$ cat config.mk
export PLATFORM = sky130hd
export DESIGN_NAME = instr_fetch_unit
export DESIGN_NICKNAME = d
export VERILOG_FILES = /design/src/rtl/instr_fetch_unit.sv
export SDC_FILE = /design/constraint.sdc
export NUM_CORES = 1
export LEC_CHECK = 0
export BUFFER_PORTS_ARGS = -buffer_cell sky130_fd_sc_hd__buf_2
export CAP_MARGIN = 20
export CORE_UTILIZATION = 59
export DETAILED_ROUTE_END_ITERATION = 10
export PLACE_DENSITY = 0.86
export SYNTH_ARGS = -nofsm -noshare
export SYNTH_HDL_FRONTEND = slang
export SYNTH_SLANG_ARGS = --single-unit
export TNS_END_PERCENT = 20
$ cat constraint.sdc
create_clock -name clk -period 8.3 [get_ports clk]
set_clock_uncertainty 0.2 [all_clocks]
set_input_delay 0 -clock clk [delete_from_list [all_inputs] [get_ports clk]]
set_output_delay 0 -clock clk [all_outputs]
set_load 0.005 [all_outputs]
$ cat src/rtl/instr_fetch_unit.sv
// RV32I fetch stage: drives IMemory from the PC register and queues {pc, instr}
// pairs in a 2-entry buffer that decode drains through a valid/ready handshake.
module instr_fetch_unit #(
  parameter logic [31:0] RESET_PC = 32'h0000_0000
) (
  input  logic        clk,
  input  logic        rst,
  input  logic        fetch_en,
  output logic [31:0] imem_addr,
  input  logic [31:0] imem_instr,
  input  logic        redirect_valid,
  input  logic [31:0] redirect_pc,
  output logic        id_valid,
  input  logic        id_ready,
  output logic [31:0] id_instr,
  output logic [31:0] id_pc,
  output logic        misalign_err
);

  typedef enum logic [1:0] {S_IDLE, S_RUN, S_ERR} state_t;

  state_t      r_state;
  state_t      w_state_nxt;
  logic [31:0] r_pc;
  logic [31:0] r_buf_pc    [2];
  logic [31:0] r_buf_instr [2];
  logic        r_head;
  logic [1:0]  r_count;
  logic        r_misalign;

  logic        w_pop;
  logic        w_fire;
  logic        w_tail;
  logic        w_aligned;

  assign w_pop     = (r_count != 2'd0) & id_ready;
  assign w_fire    = (r_state == S_RUN) & fetch_en & ~redirect_valid &
                     ((r_count < 2'd2) | w_pop);
  // head+count mod 2; at count=2 this is the slot being popped this cycle
  assign w_tail    = r_head ^ r_count[0];
  assign w_aligned = (redirect_pc[1:0] == 2'b00);

  assign imem_addr    = r_pc;
  assign id_valid     = (r_count != 2'd0);
  assign id_instr     = r_buf_instr[r_head];
  assign id_pc        = r_buf_pc[r_head];
  assign misalign_err = r_misalign;

  always_comb begin
    w_state_nxt = r_state;
    if (redirect_valid) begin
      if (w_aligned) w_state_nxt = fetch_en ? S_RUN : S_IDLE;
      else           w_state_nxt = S_ERR;
    end else begin
      case (r_state)
        S_IDLE:  if (fetch_en)  w_state_nxt = S_RUN;
        S_RUN:   if (!fetch_en) w_state_nxt = S_IDLE;
        S_ERR:   w_state_nxt = S_ERR;
        default: w_state_nxt = S_IDLE;
      endcase
    end
  end

  always_ff @(posedge clk) begin
    if (rst) begin
      r_state    <= S_IDLE;
      r_pc       <= RESET_PC;
      r_head     <= 1'b0;
      r_count    <= 2'd0;
      r_misalign <= 1'b0;
    end else begin
      r_state <= w_state_nxt;
      if (redirect_valid) begin
        r_pc       <= {redirect_pc[31:2], 2'b00};
        r_misalign <= ~w_aligned;
        r_head     <= 1'b0;
        r_count    <= 2'd0;
      end else begin
        if (w_fire) r_pc <= r_pc + 32'd4;
        r_head  <= r_head ^ w_pop;
        r_count <= r_count + {1'b0, w_fire} - {1'b0, w_pop};
      end
    end
  end

  // Data slots are cleared on reset so id_instr/id_pc read zero out of reset
  always_ff @(posedge clk) begin
    if (rst) begin
      r_buf_pc[0]    <= 32'd0;
      r_buf_pc[1]    <= 32'd0;
      r_buf_instr[0] <= 32'd0;
      r_buf_instr[1] <= 32'd0;
    end else if (w_fire) begin
      r_buf_pc[w_tail]    <= r_pc;
      r_buf_instr[w_tail] <= imem_instr;
    end
  end

endmodule

==> run summary <==
============================================================================
Post-CTS sizing ...............................................            0
Most frequently used flop master after synthesis .............. sky130_fd_sc_hd__edfxtp_1
Number of cells on the worst reg-to-reg path ..................            4
Setup ws final ................................................      5.20 ns
Global-route wire length before repair ........................     29700 um
Share of the yosys chip area belonging to registers ...........        0.592
Multi-input logic area ........................................     2850 um2
Switching pwr .................................................       411 uW
Share of the clock period used by the worst path after layout .        0.373
Number of cells on the worst hold path ........................            2
Initial DRT Pass Iterations ...................................            8
Final min period ..............................................      3.10 ns
Maximum level of the CTS H-tree ...............................            4
Most frequent cells after synthesis ........................... sky130_fd_sc_hd__edfxtp_1, sky130_fd_sc_hd__and3_1, sky130_fd_sc_hd__mux2_2
HPWL reported at the end of detailed placement ................     10700 um
Layout Cells excl Fill ........................................         1016
Type of the setup path with the least slack ...................      reg2reg
Comb power frac ...............................................        0.078
DRC violation total after the first TritonRoute iteration .....          580
Pin slew with the least headroom to its limit .................     0.944 ns
Clock network fraction of total power .........................        0.434
Mapped Area ...................................................     7510 um2
Final weighted congestion in routability-driven placement .....        0.887
Layout-stage area growth over the synthesis result ............        30.8%
Fin. max-slew vios ............................................            0
Internal power ................................................      1480 uW
Post-synthesis sequential element count .......................          160
Starting utilization of the core area .........................        0.615
Vias in the first global route ................................         5865
Setup violations, final .......................................            0
Worst-case hold path end point ................................ imem_addr[15]$_SDFFE_PP0P_
Final antenna-violating net count .............................            0
TritonCTS clock tree ..........................................          yes
Number of placement rows ......................................           40
Number of synthesized flops with an enable pin ................          124
Port-buffer cells .............................................          162
Number of hold-repair buffers added at the cts stage ..........           80
Overflow left after global routing ............................            0
Library cell appearing most often on the critical path ........ sky130_fd_sc_hd__buf_4
Worst slew margin relative to its limit .......................        0.371
Achievable frequency ..........................................      323 MHz
Result of the run ............................................. complete, no violations
Distinct cell type count of the synthesized netlist ...........           58
Worst hold margin .............................................    0.0229 ns
Largest area contributor in the netlist ....................... sky130_fd_sc_hd__edfxtp_1
Ratio of cells with drive above 1 in the final layout .........        0.324
CP arrival ....................................................      2.94 ns
Clock latency on the worst-skew pair ..........................      0.42 ns
Chain of cells forming the critical path ...................... xnor2_2, buf_4, a21o_2, buf_4
Number of nets in the final layout ............................          907
Capturing element type of the critical path ...................    flip-flop
Power density over the cells ..................................   192 nW/um2
DRC violations left ...........................................            0
Total area of sequential cells ................................     4450 um2
Total GRT Usage ...............................................        0.300
CTS sink cnt ..................................................          160
Critical Path RT ..............................................      8.14 ns
Number of CTS-inserted buffers ................................           17
Maximum VDD drop ..............................................     0.125 mV
Number of warnings reported in the yosys synthesis log ........            0
RR Endpoint ................................................... r_buf_instr[0][19]$_SDFFCE_PN0P_
Average footprint of a synthesized cell .......................     12.2 um2
Number of hold violations in the final report .................            0
Clock transition at path regs .................................      0.06 ns
Crit-path max FO ..............................................           65
Reg-to-reg slack, setup .......................................      5.20 ns
Gate count after technology mapping ...........................          616
Layout filler cell count ......................................          673
Worst Setup Start Kind ........................................    flip-flop
Worst setup timing slack at the placement stage ...............      5.22 ns
Sequential share of power .....................................        0.488
Post-synth top area share .....................................        0.496
Final WL ......................................................     19500 um
Final standard cell utilization of the core ...................        0.804
Number of buffers added for setup after CTS ...................            0
RSZ-0062 raised after global routing ..........................           no
Dominant cells by area after synthesis ........................ sky130_fd_sc_hd__edfxtp_1, sky130_fd_sc_hd__and3_1, sky130_fd_sc_hd__dfxtp_1
LEAKAGE .......................................................   0.00439 uW
Vias post-DR ..................................................         5967
Clock Tree Buf Depth ..........................................            2
Area inside the core boundary .................................    12200 um2
Worst hold path startpoint ....................................          rst
Most used standard cell by instance count after synthesis ..... sky130_fd_sc_hd__edfxtp_1
N_diodes ......................................................            0
Worst-path cell with the longest stage delay .................. sky130_fd_sc_hd__dfxtp_4
I/O pin count .................................................          167
Worst stage delay on the critical path ........................      0.98 ns
Mean routed wirelength per cell ...............................      19.2 um
Number of cells after detailed placement ......................          904
Maximum number of pins on one net before global-route repair ..          118
Count of maximum capacitance violations .......................            0
Switching Share ...............................................        0.218
Class of the tightest hold or removal check ...................       in2reg
Antenna violations before repair ..............................            0
Horiz. Die Dim ................................................       115 um
Clock tree root driver cell ................................... sky130_fd_sc_hd__clkbuf_16
R2r startpoint ................................................ r_head$_SDFF_PP0_
Mean number of vias per cell ..................................         5.87
Cell family contributing the most delay on the critical path .. buffers and inverters
Die area ......................................................    13200 um2
Share of synthesized registers carrying an async set or reset .            0
Die Ht ........................................................       115 um
CP Buf/Inv Count ..............................................            2
Final total negative setup slack ..............................         0 ns
============================================================================
[layout make-up]
cell class	count	area share
clock buffers	19	0.0441
clock inverters	13	0.0191
repair buffers	247	0.168
flip-flops and latches	160	0.453
inverters	12	0.00459
well taps	168	0.0214
multi-input cells	397	0.290
[cell usage in the layout (no fill, tap or decap), drive strengths merged, types with 4 or more instances in the layout]
cell type,count
a211oi,7
a21oi,13
a22oi,7
and2,7
and3,119
and4,5
buf,167
bufinv,4
clkbuf,19
clkinv,6
conb,4
dfxtp,36
dlygate4sd3,80
edfxtp,124
inv,12
mux2,64
mux2i,5
nand2,16
nand3,8
nand4,14
nor2,30
nor3,21
nor4,5
o21a,4
o21ai,12
o22ai,4
xnor2,12
xor2,8
[registers in the layout (all words and copies together) (netlist names)]
signal / count
imem_addr: 30
r_head: 1
r_buf_instr: 64
r_state: 2
r_count: 2
r_buf_pc: 60
misalign_err: 1
[worst max-delay path by stage]
stage	from	endpoint	slack [ns]	cells past startpoint
after floorplan	r_head$_SDFF_PP0_	r_buf_instr[1][0]$_SDFFCE_PN0P_	5.06	4
after global placement	r_head$_SDFF_PP0_	r_buf_instr[0][6]$_SDFFCE_PN0P_	5.23	4
final	r_head$_SDFF_PP0_	r_buf_instr[0][19]$_SDFFCE_PN0P_	5.20	4
after global routing	r_head$_SDFF_PP0_	r_buf_instr[0][30]$_SDFFCE_PN0P_	5.04	4
after CTS	r_head$_SDFF_PP0_	r_buf_instr[0][5]$_SDFFCE_PN0P_	5.21	4
after detailed placement	r_head$_SDFF_PP0_	r_buf_instr[0][7]$_SDFFCE_PN0P_	5.22	4
[kinds of logic after synthesis]
logic type	count (synthesis)	synth area share
flip-flops	160	0.592
XOR/XNOR	20	0.0233
buffers and inverters	62	0.0342
AND/OR/NAND/NOR	241	0.189
multiplexers	69	0.103
AO/OA/AOI/OAI	60	0.0531
adder cells (fa/ha/maj)	3	0.00500
other	1	0.000499
[power by group through the flow]
stage | clock [uW] | combinational [uW] | sequential [uW]
finish | 819 | 147 | 922
global route | 855 | 159 | 925
CTS | 824 | 143 | 921
detailed placement | 0 | 113 | 937
global placement | 0 | 111 | 934
floorplan | 0 | 60.0 | 929
[per-stage QoR]
step,power (uW),instance area (um2)
after floorplan,989,7520
after global placement,1040,8400
after detailed placement,1050,8400
after CTS,1890,9820
after global routing,1940,9820
final,1890,9820
[metal layers]
layer  global-route usage  share of wire
met1                0.369           0.40
met2                0.525           0.51
met3               0.0617          0.071
met4                0.107          0.021
met5                    0              0
No activity file was read; power rests on OpenSTA's default activity.
